==> config.mk <==
export PLATFORM = sky130hd
export DESIGN_NAME = gba_audio_sequencer
export DESIGN_NICKNAME = d
export VERILOG_FILES = /design/src/rtl/gba_audio_sequencer.sv
export SDC_FILE = /design/constraint.sdc
export NUM_CORES = 1
export LEC_CHECK = 0
export CORE_UTILIZATION = 40
export DETAILED_ROUTE_END_ITERATION = 8
export HOLD_SLACK_MARGIN = 0.03
export PLACE_DENSITY_LB_ADDON = 0.12
export SETUP_SLACK_MARGIN = 0.05
export SKIP_CTS_REPAIR_TIMING = 1
export SYNTH_ARGS = -nofsm -noshare
export SYNTH_HDL_FRONTEND = slang
export SYNTH_SLANG_ARGS = --single-unit
==> constraint.sdc <==
create_clock -name gba_clk -period 2.15 [get_ports gba_clk]
set_input_delay 0.3225 -clock gba_clk [delete_from_list [all_inputs] [get_ports gba_clk]]
set_output_delay 0.3225 -clock gba_clk [all_outputs]
set_load 0.005 [all_outputs]
==> src/rtl/gba_audio_sequencer.sv <==
// gba_audio_sequencer: 512 Hz PSG frame sequencer plus mixer sample-rate divider.
// Define GBA_AUDIO_SEQ_FAST_SIM_EN to shorten the frame divider by 256x for simulation.
module gba_audio_sequencer #(
    parameter int CLK_DIV_512     = 32768,
    parameter int SAMPLE_BASE_DIV = 512
) (
    input  logic       gba_clk,
    input  logic       reset,
    input  logic       master_en,
    input  logic       seq_restart,
    input  logic [1:0] bias_res,
    output logic       step_strobe,
    output logic [2:0] step,
    output logic       length_tick,
    output logic       sweep_tick,
    output logic       env_tick,
    output logic       sample_tick,
    output logic [1:0] res_active
);
    localparam int DW = $clog2(CLK_DIV_512);
    localparam int SW = $clog2(SAMPLE_BASE_DIV);
`ifdef GBA_AUDIO_SEQ_FAST_SIM_EN
    localparam int FRAME_DIV = CLK_DIV_512 / 256;
`else
    localparam int FRAME_DIV = CLK_DIV_512;
`endif

    logic [DW-1:0] div_cnt;
    logic [SW-1:0] sample_cnt;
    logic [SW-1:0] sample_last;
    logic [2:0]    next_step;
    logic          frame_tc;
    logic          sample_tc;

    // The sample period is a power-of-two base shifted down, so its last count shifts too.
    always_comb begin
        next_step   = step + 3'd1;
        frame_tc    = div_cnt == DW'(FRAME_DIV - 1);
        sample_last = SW'(SAMPLE_BASE_DIV - 1) >> res_active;
        sample_tc   = sample_cnt == sample_last;
    end

    // Master disable and restart park the sequencer so the next fired step is 0.
    always_ff @(posedge gba_clk) begin
        if (reset || !master_en || seq_restart) begin
            div_cnt     <= '0;
            step        <= 3'd7;
            step_strobe <= 1'b0;
            length_tick <= 1'b0;
            sweep_tick  <= 1'b0;
            env_tick    <= 1'b0;
        end else begin
            div_cnt     <= frame_tc ? '0 : div_cnt + 1'b1;
            step        <= frame_tc ? next_step : step;
            step_strobe <= frame_tc;
            length_tick <= frame_tc & ~next_step[0];
            sweep_tick  <= frame_tc & (next_step == 3'd2 || next_step == 3'd6);
            env_tick    <= frame_tc & (next_step == 3'd7);
        end
    end

    // Resolution is only adopted at a period boundary, so no period is ever cut or stretched.
    always_ff @(posedge gba_clk) begin
        if (reset) begin
            sample_cnt  <= '0;
            sample_tick <= 1'b0;
            res_active  <= 2'd0;
        end else begin
            sample_cnt  <= sample_tc ? '0 : sample_cnt + 1'b1;
            sample_tick <= sample_tc;
            res_active  <= sample_tc ? bias_res : res_active;
        end
    end
endmodule

==> results.yml <==
pwr:
  ir_drop_mv: 0.219
  intPower_mw: 0.811
  power.switching_mw: 0.236
  pwr_density_cell_nw_per_um2: 600
  power_frac_seq: 0.612
  finalPower_mw: 1.05
  p_leak_nw: 0.610
  p_sw_frac: 0.225
  clockPowerShare: 0.357
  pwr-share-comb: 0.032
layout:
  final_util: 0.511
  diodes: 0
  finalNetCount: 196
  nFillCells: 327
  drive_above_1_share: 0.0699
  area_delta_synth_final_pct: 18.8
  final_cells: 232
sta:
  worst_pin_slew_ns: 0.454
  finClkSkew_ns: 0.0190
  whs_ns: 0.471
  hold_viol_final: 0
  min_period_ns: 1.95
  relSlewSlack: 0.695
  slew_viol_final: 0
  finalSetupViolations: 0
  max_freq_ghz: 0.512
  finalSetupTns_ns: 0
  finalCritPeriodShare: 0.908
  rsz0062_at_grt: "no"
placement:
  portBuffers: 15
  gp_congestion: 0.751
  hpwlAfterDp_um: 1890
  post-place-cells: 224
synth:
  yosysWarnings: 0
  ys.flop_type: "dfxtp_1"
  synth_top_area_cell: "dfxtp_1"
  netlist_area_um2: 1470
  syn_avg_cell_area_um2: 8.96
  synth_cell_types: 32
  synth.top_cell.area_share: 0.463
  synth_edf_count: 0
  synth_commonest_cells: "34 x dfxtp_1, 26 x nor2_1, 13 x xnor2_1"
  async_reset_ff_frac: 0
  synth_area_leaders: "dfxtp_1 46%, xnor2_1 7.7%, nor2_1 6.6%"
  ys_seq_area_frac: 0.463
  yosys_register_bits: 34
  syn_inst: 164
  post-synth-top-count-cell: "dfxtp_1"
  syn-num-nets: 175
routing:
  wl_um: 2600
  vias: 1145
  drc_errors: 0
  postRouteAntennaNets: 0
  drt_iter0_drc: 106
  viasPerCell: 4.94
  drt_first_pass_iters: 4
  wl_per_cell_um: 11.2
clock_tree:
  cts_tree: "built"
  clockBufferDepth: 2
  htreeDepth: 2
  clkLatencyLatePin_ns: 0.35
  root_buffer: "clkbuf_4"
  cts.sinks: 34
  cts_buffers: 5
  clkSlewWorstSetupHoldPaths_ns: 0.11
setup_path:
  crit_required_ns: 2.45
  r2r-start: "div_cnt[0]$_SDFF_PP0_"
  critPathCaptureType: "flip-flop"
  arrival_ns: 2.25
  reg2regPathDepth: 5
  startpoint_type: "flip-flop"
  path_class: "flip-flop to flip-flop"
  cp-startpoint: "div_cnt[0]$_SDFF_PP0_"
  cp_max_fo: 7
min_path:
  hp-start: "sample_cnt[0]$_SDFF_PP0_"
  worstHoldPathType: "flip-flop to flip-flop"
  holdPathStages: 1
die:
  die_area_um2: 3920
  start_util: 0.430
  die_y_um: 62.6
  rows: 21
  core_um2: 3420
  io_pins: 16
  die_w_um: 62.6
global_routing:
  antenna_found_initial: 0
  track_usage: 0.155
  grt_overflow: 0
  grt_pass1_wl_um: 4690
  grt_pass1_vias: 1111
  grt_max_degree: 13
status:
  outcome: "completed"
flow_run:
  maxCapViolCount: 0
cell usage in the layout (no fill, tap or decap), drive strengths merged, types with 3 or more instances in the layout:
master / count
dfxtp: 34
nand3: 10
inv: 10
buf: 3
nor4: 5
and3: 3
clkbuf: 7
xnor2: 13
a21oi: 4
nand2: 8
nor3: 6
o21ai: 5
nor2: 26
ha: 5
or4: 3
nand4: 3
or3: 3
xor2: 7
clkdlybuf4s50: 15
power groups by stage:
stage | combinational, mW | sequential (mW) | clock [mW]
finish | 0.0332 | 0.641 | 0.373
global route | 0.0371 | 0.642 | 0.413
global placement | 0.0329 | 0.655 | 0
CTS | 0.0339 | 0.641 | 0.384
floorplan | 0.0187 | 0.654 | 0
detailed placement | 0.0336 | 0.655 | 0
sequential cells by signal (all words and copies together), names as in the netlist:
register     count
step             3
env_tick         1
length_tick      1
res_active       2
step_strobe      1
div_cnt         15
sample_cnt       9
sweep_tick       1
sample_tick      1
worst paths after layout:
path                                            endpoint  slack (ns)
worst max register to register      step[2]$_SDFFE_PP1P_        0.20
worst min register to register  sample_cnt[0]$_SDFF_PP0_        0.47
worst min-delay path            sample_cnt[0]$_SDFF_PP0_        0.47
worst max-delay path                step[2]$_SDFFE_PP1P_        0.20
layout make-up:
type / count / area, µm² / area share
repair buffers: 18 / 173 / 0.0989
inverters: 10 / 37.5 / 0.0215
multi-input cells: 116 / 738 / 0.423
well taps: 46 / 57.6 / 0.0330
clock buffers: 7 / 55.1 / 0.0315
clock inverters: 1 / 5.00 / 0.00287
flip-flops and latches: 34 / 681 / 0.390
cell families after synthesis:
kind of cell / Yosys count / share of synthesized area
XOR/XNOR: 20 / 0.119
AO/OA/AOI/OAI: 15 / 0.0647
AND/OR/NAND/NOR: 76 / 0.273
flip-flops: 34 / 0.463
buffers and inverters: 14 / 0.0374
adder cells (fa/ha/maj): 5 / 0.0426
worst max-delay path: stages, from the launching register on:
cell	delay (ns)
dfxtp_1	0.38
ha_1	0.27
nand4_4	0.15
or4_4	0.60
or4_1	0.42
nand3_1	0.09
through the flow:
stage	worst slack, ns	area [µm²]
after floorplan	0.242	1470
after global routing	0.0749	1750
after CTS	0.132	1740
after detailed placement	0.147	1680
final	0.198	1750
after global placement	0.231	1680
metal layers:
layer,vias up,GRT usage,share of wire
li1,609,-,-
met3,6,0.0456,0.047
met4,0,0.105,0.015
met5,-,0,0
met2,25,0.242,0.45
met1,505,0.184,0.49
Power figures use the tool's default switching activity.
